**src/rtl/addr_xlat_initiator.sv**
```systemverilog
// Address-translation initiator: one request in flight, issued to the translator, answered downstream.
// Define XLAT_TIMEOUT_EN to build the WAIT-state watchdog that returns an error response.
module addr_xlat_initiator #(
    parameter int AddrSize      = 32,
    parameter int TransAddrSize = 24,
    parameter int TimeoutCycles = 16
) (
    input  logic                     clk_i,
    input  logic                     rst_i,
    input  logic                     req_valid_i,
    input  logic [AddrSize-1:0]      req_addr_i,
    output logic                     req_ready_o,
    output logic [AddrSize-1:0]      xl_addr_o,
    input  logic [TransAddrSize-1:0] xl_taddr_i,
    input  logic                     xl_rdy_i,
    output logic                     rsp_valid_o,
    output logic [TransAddrSize-1:0] rsp_taddr_o,
    output logic                     rsp_err_o,
    input  logic                     rsp_ready_i
);

    typedef enum logic [1:0] {
        IDLE,
        ISSUE,
        WAIT,
        RESP
    } state_t;

    if (TimeoutCycles < 2) begin : g_bad_timeout
        $error("TimeoutCycles must be at least 2");
    end

    state_t                   state_reg;
    logic [AddrSize-1:0]      xl_addr_reg;
    logic [TransAddrSize-1:0] rsp_taddr_reg;

`ifdef XLAT_TIMEOUT_EN
    localparam int CntW = $clog2(TimeoutCycles);
    localparam logic [CntW-1:0] CntLast = CntW'(TimeoutCycles - 1);

    logic [CntW-1:0] wdog_cnt_reg;
    logic            rsp_err_reg;

    assign rsp_err_o = rsp_err_reg;
`else
    assign rsp_err_o = 1'b0;
`endif

    // Handshake flags come straight from state so nothing upstream sees a comb path.
    assign req_ready_o = (state_reg == IDLE);
    assign rsp_valid_o = (state_reg == RESP);
    assign xl_addr_o   = xl_addr_reg;
    assign rsp_taddr_o = rsp_taddr_reg;

    always_ff @(posedge clk_i or negedge rst_i) begin
        if (!rst_i) begin
            state_reg     <= IDLE;
            xl_addr_reg   <= '0;
            rsp_taddr_reg <= '0;
`ifdef XLAT_TIMEOUT_EN
            wdog_cnt_reg  <= '0;
            rsp_err_reg   <= 1'b0;
`endif
        end else begin
            case (state_reg)
                IDLE: begin
                    if (req_valid_i) begin
                        xl_addr_reg <= req_addr_i;
                        state_reg   <= ISSUE;
                    end
                end
                // Ready is not looked at here: it may still describe the previous address.
                ISSUE: begin
`ifdef XLAT_TIMEOUT_EN
                    wdog_cnt_reg <= '0;
`endif
                    state_reg <= WAIT;
                end
                WAIT: begin
                    if (xl_rdy_i) begin
                        rsp_taddr_reg <= xl_taddr_i;
`ifdef XLAT_TIMEOUT_EN
                        rsp_err_reg   <= 1'b0;
`endif
                        state_reg     <= RESP;
                    end
`ifdef XLAT_TIMEOUT_EN
                    else if (wdog_cnt_reg == CntLast) begin
                        rsp_taddr_reg <= '0;
                        rsp_err_reg   <= 1'b1;
                        state_reg     <= RESP;
                    end else begin
                        wdog_cnt_reg <= wdog_cnt_reg + 1'b1;
                    end
`endif
                end
                RESP: begin
                    if (rsp_ready_i) begin
                        state_reg <= IDLE;
                    end
                end
                default: state_reg <= IDLE;
            endcase
        end
    end

endmodule

```
**config.mk**
```make
export PLATFORM = sky130hd
export DESIGN_NAME = addr_xlat_initiator
export DESIGN_NICKNAME = d
export VERILOG_FILES = /design/src/rtl/addr_xlat_initiator.sv
export SDC_FILE = /design/constraint.sdc
export NUM_CORES = 1
export LEC_CHECK = 0
export BUFFER_PORTS_ARGS = -buffer_cell sky130_fd_sc_hd__buf_2
export CORE_ASPECT_RATIO = 2
export CORE_MARGIN = 5
export CORE_UTILIZATION = 45
export DETAILED_ROUTE_END_ITERATION = 6
export PLACE_DENSITY_LB_ADDON = 0.2
export SYNTH_ARGS = -nofsm -noshare
export SYNTH_HDL_FRONTEND = slang
export SYNTH_SLANG_ARGS = --single-unit
```
**constraint.sdc**
```tcl
create_clock -name clk_i -period 3.6 [get_ports clk_i]
set_input_delay 0.18 -clock clk_i [delete_from_list [all_inputs] [get_ports clk_i]]
set_output_delay 0.18 -clock clk_i [all_outputs]
set_load 0.1 [all_outputs]
```
[Yosys cells after proc, flatten, opt, wreduce, memory -nomap -nowiden]
Index checks and enable logic that the tools add are counted.
Storage, ports and cells
  flip-flop bits (word level): 58
  input port bits: 61
  output and inout bits: 59
Cells by class
  equality and inequality tests: 6
  mux-type cells: 4
  reductions and logical operators: 4
Operator list (count)
  $pmux W2 S4: 1
  $mux W2: 3
  $eq A2 B2 Y1 const B: 2
  $ne A2 B2 Y1 const B: 2
  $reduce_and A2 Y1: 2
  $reduce_and A3 Y1: 1
  $eq A2 B1 Y1 const B: 1
  $logic_not A2 Y1: 1
  $ne A2 B1 Y1 const B: 1

[Depth between registers and ports, before layout]
  depth in word-level cells: 3
  gate-level depth with buffers: 5
  depth with buffers taken out: 4

[Least setup slack after synthesis]
OpenSTA, ideal clock, no wires.
  kind: reg2reg
  from: register state_reg[0]
  to: register xl_addr_reg[0] (netlist: xl_addr_o[0])
  library setup time: 126 ps
  arrival time: 2078 ps
  required time: 3474 ps
  slack: 1396 ps
  cell stages (with the launch flop): 6
  buffers on the path: 1
  path through: dfrtp_1 inv_1 ha_1 nand2_1 buf_2 mux2_2
On the way
  cells in the longest elaborated chain, start to end: 2
Ends and longest elaborated chain
  start: declaration: line 33  | state_t state_reg;
  start signal: assignment: line 57  | state_reg <= IDLE;
  start signal: assignment: line 69  | state_reg <= ISSUE;
  start signal: assignment: line 77  | state_reg <= WAIT;
  $logic_not A2 Y1
  net req_ready_o: line 12  | output logic req_ready_o,
  $reduce_and A2 Y1 (no source line)
  end signal: assignment: line 68  | xl_addr_reg <= req_addr_i;
  end: declaration: line 34  | logic [AddrSize-1:0] xl_addr_reg;
The timed path passes the listed nets, and every way through them passes these cells.
A chain may end at the register's enable or synchronous reset.

[Worst setup path in the final report]
  from: register state_reg[0]
  to: register rsp_taddr_reg[2] (netlist: rsp_taddr_o[2])
On the way
  cells in the longest elaborated chain, start to end: 2
Ends and longest elaborated chain
  $eq A2 B2 Y1: line 65  | case (state_reg)
  $reduce_and A2 Y1 (no source line)
  end signal: assignment: line 81  | rsp_taddr_reg <= xl_taddr_i;
  end: declaration: line 35  | logic [TransAddrSize-1:0] rsp_taddr_reg;
No other way between the ends.

==> tab_implementation.tex <==
\begin{tabular}{lr}
\hline
Metric & Value \\
\hline
\multicolumn{2}{l}{\textbf{Yosys}} \\
\quad Number of instances in the synthesized netlist & 137 \\
\quad Yosys cell types & 13 \\
\quad Warning count from the yosys run & 0 \\
\quad Share of synthesized area occupied by flip-flops and latches & 64.9\% \\
\quad Number of synthesized register bits & 58 \\
\quad Main area contributors after synthesis & sky130\_fd\_sc\_hd\_\_dfrtp\_1, sky130\_fd\_sc\_hd\_\_mux2\_2, sky130\_fd\_sc\_hd\_\_ha\_1 \\
\quad Netlist area before placement & 2240 µm² \\
\quad Total nets after synthesis & 202 \\
\quad Yosys top cell by area & sky130\_fd\_sc\_hd\_\_dfrtp\_1 \\
\quad Synthesized area per cell & 16.3 µm² \\
\quad Area fraction of the dominant cell type after synthesis & 64.9\% \\
\multicolumn{2}{l}{\textbf{Clock tree}} \\
\quad TritonCTS clock tree & built \\
\quad CTS buffer count & 9 \\
\quad H-Tree Depth & 3 \\
\quad Gates resized, CTS repair & 0 \\
\quad Cell at the root of the clock tree & sky130\_fd\_sc\_hd\_\_clkbuf\_8 \\
\quad Clock slew at the register clock pins of the worst setup and hold paths & 0.06 ns \\
\quad Number of buffers on the longest clock path & 2 \\
\quad Clock Latency Late Sink & 0.33 ns \\
\quad TritonCTS sink count & 58 \\
\quad Post-CTS Repair Setup Buffers & 0 \\
\quad Hold\_buf cts & 1 \\
\multicolumn{2}{l}{\textbf{Final layout}} \\
\quad Area of all sequential standard cells & 1450 µm² \\
\quad Multi-input gate area & 733 µm² \\
\quad Final non-filler cell total & 325 \\
\quad Post-layout util & 62.8\% \\
\quad Share of final-layout standard cells stronger than drive strength 1 & 70.5\% \\
\quad Most common library cell in the layout ignoring fill and taps & sky130\_fd\_sc\_hd\_\_buf\_2 \\
\quad Post-layout nets & 328 \\
\quad Commonest cells after routing, fill and taps aside & sky130\_fd\_sc\_hd\_\_buf\_2, sky130\_fd\_sc\_hd\_\_dfrtp\_1, sky130\_fd\_sc\_hd\_\_mux2\_2 \\
\quad Number of inserted diodes & 0 \\
\quad Flip-flop count of the largest register, all copies and words added & 32 \\
\quad Fill cell instance count of the final layout & 414 \\
\quad Relative area change from synthesis to final layout & 36.6\% \\
\multicolumn{2}{l}{\textbf{Detailed routing}} \\
\quad Remaining design rule violation count & 0 \\
\quad Total wirelength of the detailed-routed design & 5240 µm \\
\quad Via count & 1589 \\
\quad Initial DRC Count & 38 \\
\quad First-pass DRT Iterations & 4 \\
\quad Via/cell ratio & 4.89 \\
\quad Post-DRT Antenna Nets & 0 \\
\quad Routed len/inst & 16.1 µm \\
\multicolumn{2}{l}{\textbf{Die}} \\
\quad Die outline height & 110 µm \\
\quad Core Footprint & 4860 µm² \\
\quad Placement Rows & 36 \\
\quad I/O pins & 120 \\
\quad Initial Util & 46.0\% \\
\quad Die W & 59.8 µm \\
\quad DIE AREA & 6560 µm² \\
\multicolumn{2}{l}{\textbf{Run}} \\
\quad Max Cap Violations & 0 \\
\multicolumn{2}{l}{\textbf{GRT}} \\
\quad Wire length of the first global-routing pass & 8160 µm \\
\quad Number of antenna violations at the first check in global routing & 0 \\
\quad Vias in the first global route & 1716 \\
\quad GRT Total Usage & 17.4\% \\
\quad Maximum number of pins on one net before global-route repair & 31 \\
\quad Overflow after GRT & 0 \\
\multicolumn{2}{l}{\textbf{Placement}} \\
\quad Total instance count after detailed placement & 308 \\
\quad IO Port Bufs & 118 \\
\quad Final Wtd Congestion & 0.692 \\
\quad DPL Wire Length & 4120 µm \\
\quad Setup slack after placement & 1.62 ns \\
\multicolumn{2}{l}{\textbf{Critical path}} \\
\quad Family with the most delay on the worst path & simple AND/OR/NAND/NOR gates \\
\quad Critical path launch point type & flop \\
\quad Worst stage delay on the critical path & 0.74 ns \\
\quad Crit path max-delay cell type & sky130\_fd\_sc\_hd\_\_nand2\_1 \\
\quad Worst path arrival time & 2.19 ns \\
\quad CP Buf/Inv Count & 1 \\
\quad Worst Path Class, Setup & flop to flop \\
\quad Element type at the critical path end & flop \\
\quad Crit-path cells & inv\_1 -> ha\_1 -> nand2\_1 -> mux2\_2 \\
\quad Largest fanout on the critical path & 24 \\
\quad WP data required & 3.81 ns \\
\multicolumn{2}{l}{\textbf{Timing}} \\
\quad Headroom to the max-slew limit & 33.4\% \\
\quad Final setup vio count & 0 \\
\quad RSZ-0062 raised after global routing & no \\
\quad Count of final max-slew check failures & 0 \\
\quad Crit path time final & 1.97 ns \\
\quad Final Skew & 0.00425 ns \\
\quad Number of hold violations in the final report & 0 \\
\quad Final critical-path setup slack & 1.63 ns \\
\quad Setup TNS & 0 ns \\
\quad Part of the cycle the worst path needs & 54.8\% \\
\quad Top achievable clock speed & 507 MHz \\
\quad Slew of the pin with the lowest slew margin & 0.997 ns \\
\multicolumn{2}{l}{\textbf{Status}} \\
\quad Outcome & complete, no violations \\
\multicolumn{2}{l}{\textbf{Min path}} \\
\quad Worst hold path class & input pin to flop \\
\hline
\end{tabular}
-- synth_stat cells --
cell	instances
sky130_fd_sc_hd__buf_4	1
sky130_fd_sc_hd__inv_1	5
sky130_fd_sc_hd__a222oi_1	1
sky130_fd_sc_hd__buf_2	5
sky130_fd_sc_hd__nand2_1	2
sky130_fd_sc_hd__conb_1	1
sky130_fd_sc_hd__mux2_1	1
sky130_fd_sc_hd__ha_1	4
sky130_fd_sc_hd__a22oi_1	1
sky130_fd_sc_hd__dfrtp_1	58
sky130_fd_sc_hd__mux2_2	56
sky130_fd_sc_hd__a2bb2oi_1	1
sky130_fd_sc_hd__nor2_1	1
-- layout make-up --
| cell class | count | share of cell area [%] |
|---|---|---|
| inverter | 5 | 0.615 |
| clock inverter | 3 | 0.492 |
| sequential | 58 | 47.5 |
| clock buffer | 13 | 4.88 |
| timing repair buffer | 121 | 20.2 |
| multi-input combinational | 68 | 24.0 |
| tap | 57 | 2.34 |
-- worst register-to-register path: stages, from the launching register on --
cell and delay, ns:
sky130_fd_sc_hd__dfrtp_1 0.37, sky130_fd_sc_hd__inv_1 0.09, sky130_fd_sc_hd__ha_1 0.23, sky130_fd_sc_hd__nand2_1 0.74, sky130_fd_sc_hd__mux2_2 0.43
-- logic make-up (layout without fill, tap and decap cells) --
kind of cell	Yosys count	after routing	synth area share, %
AOI/OAI and AO/OA	3	3	1.18
other	1	1	0.168
and+or+nand+nor	3	3	0.504
DFF	58	58	64.9
buffers and inverters	11	142	2.29
muxes	57	57	28.7
adders and majority gates	4	4	2.24
-- routing by layer --
metal | vias up | global-route usage, % | wire length [µm]
li1 | 723 | - | -
met1 | 780 | 16.8 | 1740
met2 | 76 | 30.3 | 2930
met3 | 10 | 6.82 | 462
met4 | 0 | 9.51 | 111
met5 | - | 0 | 0
-- stage by stage --
step / hold WS (ns) / instance area, µm²
2_1_floorplan: -0.116 / 2240
3_3_place_gp: 0.239 / 2880
3_5_place_dp: 0.245 / 2880
4_1_cts: 0.0577 / 3050
5_1_grt: 0.0589 / 3050
6_report: 0.0742 / 3050
-- final timing paths --
kind | cells after the start | slack, ns | from | to
max | 4 | 1.63 | state_reg[0]$_DFFE_PN0P_ | rsp_taddr_o[2]$_DFFE_PN0P_
max reg2reg | 4 | 1.63 | state_reg[0]$_DFFE_PN0P_ | rsp_taddr_o[2]$_DFFE_PN0P_
max in group asynchronous | 3 | 2.37 | rst_i | rsp_taddr_o[22]$_DFFE_PN0P_
min | 2 | 0.07 | req_addr_i[7] | xl_addr_o[7]$_DFFE_PN0P_
min reg2reg | 1 | 0.50 | xl_addr_o[25]$_DFFE_PN0P_ | xl_addr_o[25]$_DFFE_PN0P_
min in group asynchronous | 2 | 0.40 | rst_i | xl_addr_o[22]$_DFFE_PN0P_
Power is left out: the tool's default activity adds up to more than one toggle a clock period on the data nets, which glitch-free logic cannot reach.
